### config.mk
export PLATFORM = sky130hd
export DESIGN_NAME = tdm_demux
export DESIGN_NICKNAME = d
export VERILOG_FILES = /design/src/rtl/tdm_demux.sv
export SDC_FILE = /design/constraint.sdc
export NUM_CORES = 1
export LEC_CHECK = 0
export BUFFER_PORTS_ARGS = -buffer_cell sky130_fd_sc_hd__clkbuf_2
export CORE_AREA = 5 5 134 110
export CTS_CLUSTER_DIAMETER = 80
export DETAILED_ROUTE_END_ITERATION = 7
export DIE_AREA = 0 0 139 115
export PLACE_DENSITY = 0.7
export SKIP_LAST_GASP = 1
export SLEW_MARGIN = 20
export SYNTH_ARGS = -nofsm -noshare
export SYNTH_HDL_FRONTEND = slang
export SYNTH_SLANG_ARGS = --single-unit
export TNS_END_PERCENT = 5
### constraint.sdc
create_clock -name clk -period 2.4 [get_ports clk]
set_input_delay 0 -clock clk [delete_from_list [all_inputs] [get_ports clk]]
set_output_delay 0 -clock clk [all_outputs]
set_load 0.01 [all_outputs]
### src/rtl/tdm_demux.sv
// De-interleaves a round-robin TDM word stream into NUM_CH per-channel show-ahead FIFOs.
// Frame alignment follows a slot-0 marker delayed by ALIGN_DELAY cycles.
module tdm_demux #(
   parameter int DATA_WIDTH  = 16,
   parameter int NUM_CH      = 2,
   parameter int ALIGN_DELAY = 0,
   parameter int FIFO_DEPTH  = 4
) (
   input  logic                         clk,
   input  logic                         rst,
   input  logic [DATA_WIDTH-1:0]        din,
   input  logic                         din_valid,
   input  logic                         din_sof,
   input  logic                         err_clr,
   output logic [NUM_CH*DATA_WIDTH-1:0] dout,
   output logic [NUM_CH-1:0]            dout_valid,
   input  logic [NUM_CH-1:0]            dout_ready,
   output logic                         locked,
   output logic [NUM_CH-1:0]            overflow,
   output logic                         sync_err
);

   localparam int SLOT_W = $clog2(NUM_CH);
   localparam int PTR_W  = $clog2(FIFO_DEPTH);
   localparam int CNT_W  = PTR_W + 1;

   typedef enum logic {HUNT, LOCKED} state_t;

   state_t                  state;
   logic [SLOT_W-1:0]       slot;
   logic [SLOT_W-1:0]       ch;
   logic [SLOT_W-1:0]       next_slot;
   logic                    sof_d;
   logic                    push;
   logic [DATA_WIDTH-1:0]   mem [NUM_CH][FIFO_DEPTH];
   logic [PTR_W-1:0]        wr_ptr [NUM_CH];
   logic [PTR_W-1:0]        rd_ptr [NUM_CH];
   logic [CNT_W-1:0]        cnt [NUM_CH];
   logic [NUM_CH-1:0]       pop;
   logic [NUM_CH-1:0]       full;
   logic [NUM_CH-1:0]       accept;
   logic [NUM_CH-1:0]       drop;

   generate
      if (ALIGN_DELAY == 0) begin : g_no_delay
         assign sof_d = din_sof;
      end else begin : g_delay
         logic [ALIGN_DELAY-1:0] sof_pipe;
         always_ff @(posedge clk) begin
            if (rst) begin
               sof_pipe <= '0;
            end else begin
               sof_pipe[0] <= din_sof;
               for (int i = 1; i < ALIGN_DELAY; i++) begin
                  sof_pipe[i] <= sof_pipe[i-1];
               end
            end
         end
         assign sof_d = sof_pipe[ALIGN_DELAY-1];
      end
   endgenerate

   // A marker always forces slot 0, which both acquires lock and realigns a locked stream.
   always_comb begin
      ch        = sof_d ? '0 : slot;
      next_slot = (ch == SLOT_W'(NUM_CH - 1)) ? '0 : ch + SLOT_W'(1);
      push      = din_valid && ((state == LOCKED) || sof_d);
      pop       = '0;
      full      = '0;
      accept    = '0;
      drop      = '0;
      for (int c = 0; c < NUM_CH; c++) begin
         pop[c]    = (cnt[c] != '0) && dout_ready[c];
         full[c]   = (cnt[c] == CNT_W'(FIFO_DEPTH));
         accept[c] = push && (ch == SLOT_W'(c)) && (!full[c] || pop[c]);
         drop[c]   = push && (ch == SLOT_W'(c)) && full[c] && !pop[c];
      end
   end

   always_comb begin
      dout       = '0;
      dout_valid = '0;
      for (int c = 0; c < NUM_CH; c++) begin
         dout_valid[c]                        = (cnt[c] != '0);
         dout[c*DATA_WIDTH +: DATA_WIDTH]     = mem[c][rd_ptr[c]];
      end
   end

   assign locked = (state == LOCKED);

   // Storage is cleared on reset so an empty channel reads back zero until first written.
   always_ff @(posedge clk) begin
      if (rst) begin
         state    <= HUNT;
         slot     <= '0;
         sync_err <= 1'b0;
         overflow <= '0;
         for (int c = 0; c < NUM_CH; c++) begin
            wr_ptr[c] <= '0;
            rd_ptr[c] <= '0;
            cnt[c]    <= '0;
            for (int d = 0; d < FIFO_DEPTH; d++) begin
               mem[c][d] <= '0;
            end
         end
      end else begin
         if (push) begin
            slot <= next_slot;
         end
         if ((state == HUNT) && din_valid && sof_d) begin
            state <= LOCKED;
         end
         if ((state == LOCKED) && din_valid && sof_d && (slot != '0)) begin
            sync_err <= 1'b1;
         end else if (err_clr) begin
            sync_err <= 1'b0;
         end
         for (int c = 0; c < NUM_CH; c++) begin
            if (accept[c]) begin
               mem[c][wr_ptr[c]] <= din;
               wr_ptr[c]         <= wr_ptr[c] + PTR_W'(1);
            end
            if (pop[c]) begin
               rd_ptr[c] <= rd_ptr[c] + PTR_W'(1);
            end
            if (accept[c] && !pop[c]) begin
               cnt[c] <= cnt[c] + CNT_W'(1);
            end else if (!accept[c] && pop[c]) begin
               cnt[c] <= cnt[c] - CNT_W'(1);
            end
            if (drop[c]) begin
               overflow[c] <= 1'b1;
            end else if (err_clr) begin
               overflow[c] <= 1'b0;
            end
         end
      end
   end

endmodule
* Word level (Yosys, flattened, before mapping)
Memories as Yosys holds them, arrays and structs flattened.
Cells that the tools add are included.
** Storage, ports and cells
- Memories kept :: 4
- Word-level logic and storage cells :: 386
- Bits in writable memories :: 142
- Output and inout port bits :: 38
- Input bits :: 23
- Bits in registers :: 5
** Memory list
- mem :: depth 2, bits a word 64, read ports 2, clocked after memory_dff 0, write ports 2, line 35 : logic [DATA_WIDTH-1:0] mem [NUM_CH][FIFO_DEPTH];
- cnt :: depth 2, bits a word 3, read ports 2, clocked after memory_dff 0, write ports 2, line 38 : logic [CNT_W-1:0] cnt [NUM_CH];
- rd_ptr :: depth 2, bits a word 2, read ports 2, clocked after memory_dff 0, write ports 2, line 37 : logic [PTR_W-1:0] rd_ptr [NUM_CH];
- wr_ptr :: depth 2, bits a word 2, read ports 2, clocked after memory_dff 0, write ports 2, line 36 : logic [PTR_W-1:0] wr_ptr [NUM_CH];
** Cells by class
- Eq/ne operators :: 2
- Bitwise gates (word level) :: 142
- $add $sub $neg :: 9
- Order comparisons :: 6
- Reduce and logical (&&, ||, !) cells :: 36
- Muxes and demuxes :: 182
** Operators by type and width (number)
- 2-to-1 mux 1 bit :: 162
- OR 1 bit :: 136
- 2-to-1 mux 64 bit :: 2
- 2-to-1 mux 16 bit :: 6
- binary-select mux 16 bit (select 2 bit) :: 2
- demux 16 bit (select 2 bit) :: 2
- logical AND 1 bit :: 22
- greater-or-equal comparator 3 bit, second input constant :: 4
- 2-to-1 mux 3 bit :: 4
- NOT 2 -> 3 bit :: 4
- adder 2 x 1 -> 2 bit, second input constant :: 4
- 2-to-1 mux 2 bit :: 4
- adder 3 x 1 -> 3 bit, second input constant :: 2
- equality test 3 bit, second input constant :: 2
- zero test 1 bit :: 6
- < comparator 3 x 1 -> 1 bit, second input constant :: 2
- nonzero test 2 bit :: 3
- nonzero test 3 bit :: 2
- subtractor 3 x 1 -> 3 bit, second input constant :: 2
- logical OR 1 bit :: 3
- NOT 1 bit :: 2
- adder 1 bit, second input constant :: 1

* Logic depth before layout (Yosys ltp)
An unclocked memory read counts as a cell.
- Depth in word-level cells :: 12
- Mapped depth :: 8
- Depth with buffers taken out :: 7

* Worst setup path after synthesis
OpenSTA, ideal clock, no wires.
- Path type :: reg2reg
- Start :: register state, in the netlist locked
- End :: memory cnt[0][2] (netlist name), data pin
- Period minus slack after synthesis :: 2.094 ns
- Buffers on the path :: 0
- Setup slack :: 0.306 ns
- Library setup time :: 0.256 ns
- Required time :: 2.144 ns
- Stages on the path, launching flop included :: 8
- Arrival :: 1.838 ns
- Cell sequence :: dfxtp_1 nor2b_1 o21a_1 or3_1 fa_1 xor2_1 xnor2_1 nor2_1
** RTL lines
- from (decl) :: line 29 : state_t state;
- from (signal assigned) :: line 94 : state <= HUNT;
- from (signal assigned) :: line 111 : state <= LOCKED;
- to (decl) :: line 38

==> flow_summary.toml <==
[run_status]
status = "finished, final reports clean"

[placed_design]
dp_hpwl_um = 8780
dp_cells = 675
io_buffers = 60
gp_congestion = 0.853

[logic_synthesis]
yosys_warnings = 0
yosysTopAreaCell = "edfxtp_1"
synthDistinctLibCells = 41
synth_flop_cell = "edfxtp_1"
synth_edf_count = 142
synth_fp_nets = 481
synth_cells = 446
ys_top_cells_by_area = "edfxtp_1, and3_1, mux4_2"
yosysSeqAreaShare = 0.647
synth_top_area_frac = 0.632
syn_area_per_cell_sq_um = 15.1
synthArstFlopShare = 0
synth_area_sq_um = 6740
synth_seq_cells = 147

[timing]
min_period_ns = 2.18
timing.hold.ws_ns = 0.0174
slew_headroom = 0.575
finalMaxSlewViolations = 0
rsz0062_at_grt = "false"
max_freq_mhz = 459
final.period_utilization = 0.907
hold_viol = 0
worstMarginPinSlew_ns = 0.638
timing.setup.tns_ns = 0
skew_ns = 0.00749
setup_viol = 0

[worst_hold_path]
hold_depth = 2
hold_class = "input pin to register"

[floorplanning]
boundaryPins = 61
fp.dieH_um = 115
start_util = 0.506
die_w_um = 139
die_area_sq_um = 16000
fp.coreArea_sq_um = 13300
rows = 38

[cts]
insertion_delay_ns = 0.42
cts_resized = 0
post_cts_buffers = 0
cts-root-buf = "clkbuf_16"
htreeDepth = 4
cts_sinks = 147
clkTransAtPathRegs_ns = 0.06
cts_tree = "built"
ctsLongestPathBuffers = 2
cts_buffers = 17

[route]
via_count = 4087
drc = 0
drt-total-wl_um = 14400
wl_per_cell_um = 20.2
ant_nets = 0
viasPerCell = 5.72
dr.pass1.iters = 5
drt_iter0_drc = 394

[worst_setup_path]
max_stage_delay_ns = 0.41
cp_top_family = "simple AND/OR/NAND/NOR gates"
arrival_ns = 2.34
slowest_stage = "or3_1"
crit_chain = "nor2b_1 > o21a_1 > or3_1 > fa_1 > xor2_1 > xnor2_1 > nor2_1"
r2r_cells = 7
crit_required_ns = 2.57
worst-path-stages = 7
worst-path-buf-inv = 0
cp-start-kind = "register"
crit_path_end_kind = "register"
critPathKind = "register to register"
worst-path-max-fanout = 6

[global_route]
antenna_found_initial = 0
grt_max_degree = 65
gr-total-overflow = 0
grt_util_all_layers = 0.190
grt_pass1_wl_um = 23100
grt_pass1_vias = 4353

[power]
p_leak_uw = 0.00347
vdd_drop_max_v = 0.000649
powerDensity_nw_per_um2 = 841
p_total_uw = 6670

[final_layout]
mostFrequentLayoutCells = "edfxtp_1, and3_1, clkbuf_2, mux4_2, buf_4"
nNetsFinal = 559
final_layout_size_suffix_gt1_frac = 0.277
area_growth_pct = 17.7
final-instance-count-excl-fill = 715
final_common_cell = "edfxtp_1"
finish.utilization = 0.596
antennaDiodeCount = 0

[job]
drv_cap = 0
==> report_power, final <==
group / total, uW / switching, uW / internal, uW / leakage, uW
combinational: 1120 / 620 / 502 / 0.00170
clock: 2500 / 981 / 1520 / 0.000257
sequential: 3060 / 78.5 / 2980 / 0.00152
total: 6670 / 1680 / 5000 / 0.00347
==> flip-flops by register name, summed over array words and instances, names as in the netlist <==
name / cells
cnt: 6
locked: 1
mem: 128
overflow: 2
rd_ptr: 4
slot: 1
sync_err: 1
wr_ptr: 4
==> area by class of cell <==
class	instances	area, sq um
clock buffers	21	440
clock inverters	9	109
fillers	1030	5380
inverters	11	41.3
multi-input cells	254	2170
flip-flops and latches	147	4360
well taps	180	225
repair buffers	93	586
==> through the flow <==
stage	instance area (sq um)	worst slack, ns
5_1_grt	7930	0.102
4_1_cts	7930	0.222
3_3_place_gp	7280	0.293
6_report	7930	0.223
3_5_place_dp	7280	0.236
2_1_floorplan	6740	0.306
==> path summary, 6_finish.rpt <==
check        startpoint         end  slack [ns]
max              locked   cnt[0][2]        0.22
min              din[9]  mem[1][57]        0.02
max reg2reg      locked   cnt[0][2]        0.22
min reg2reg    sync_err    sync_err        0.48
==> Yosys cell counts (all sizes together), types with 2 or more instances <==
cell type,count
edfxtp,142
and3,128
mux4,32
clkbuf,21
nand2,19
nor2,15
buf,13
ha,11
inv,11
a21o,5
a21oi,5
dfxtp,5
o21ai,5
and2,4
or3,4
nand4,3
xnor2,3
nand2b,2
o21a,2
or3b,2
==> cell families (layout without fill, tap and decap cells) <==
| group | Yosys count | after routing | synth area share |
|---|---|---|---|
| simple gates | 182 | 182 | 0.163 |
| flops | 147 | 147 | 0.647 |
| mux | 32 | 32 | 0.107 |
| compound gates | 24 | 24 | 0.0236 |
| buf+inv | 45 | 134 | 0.0312 |
| fa+ha+maj | 12 | 12 | 0.0234 |
| xor+xnor | 4 | 4 | 0.00520 |
==> routing by layer <==
metal	part of all wire	routed length (um)	GRT usage
met4	0.014	208	0.0541
met2	0.52	7470	0.328
met1	0.41	5880	0.238
met3	0.061	879	0.0549
met5	0	0	0
==> timing repair <==
item,4_1_cts,5_1_grt
endpoints found under the setup margin,0,0
hold buffers,10,0
hold endpoints to repair,22,0
Power figures use the tool's default switching activity.
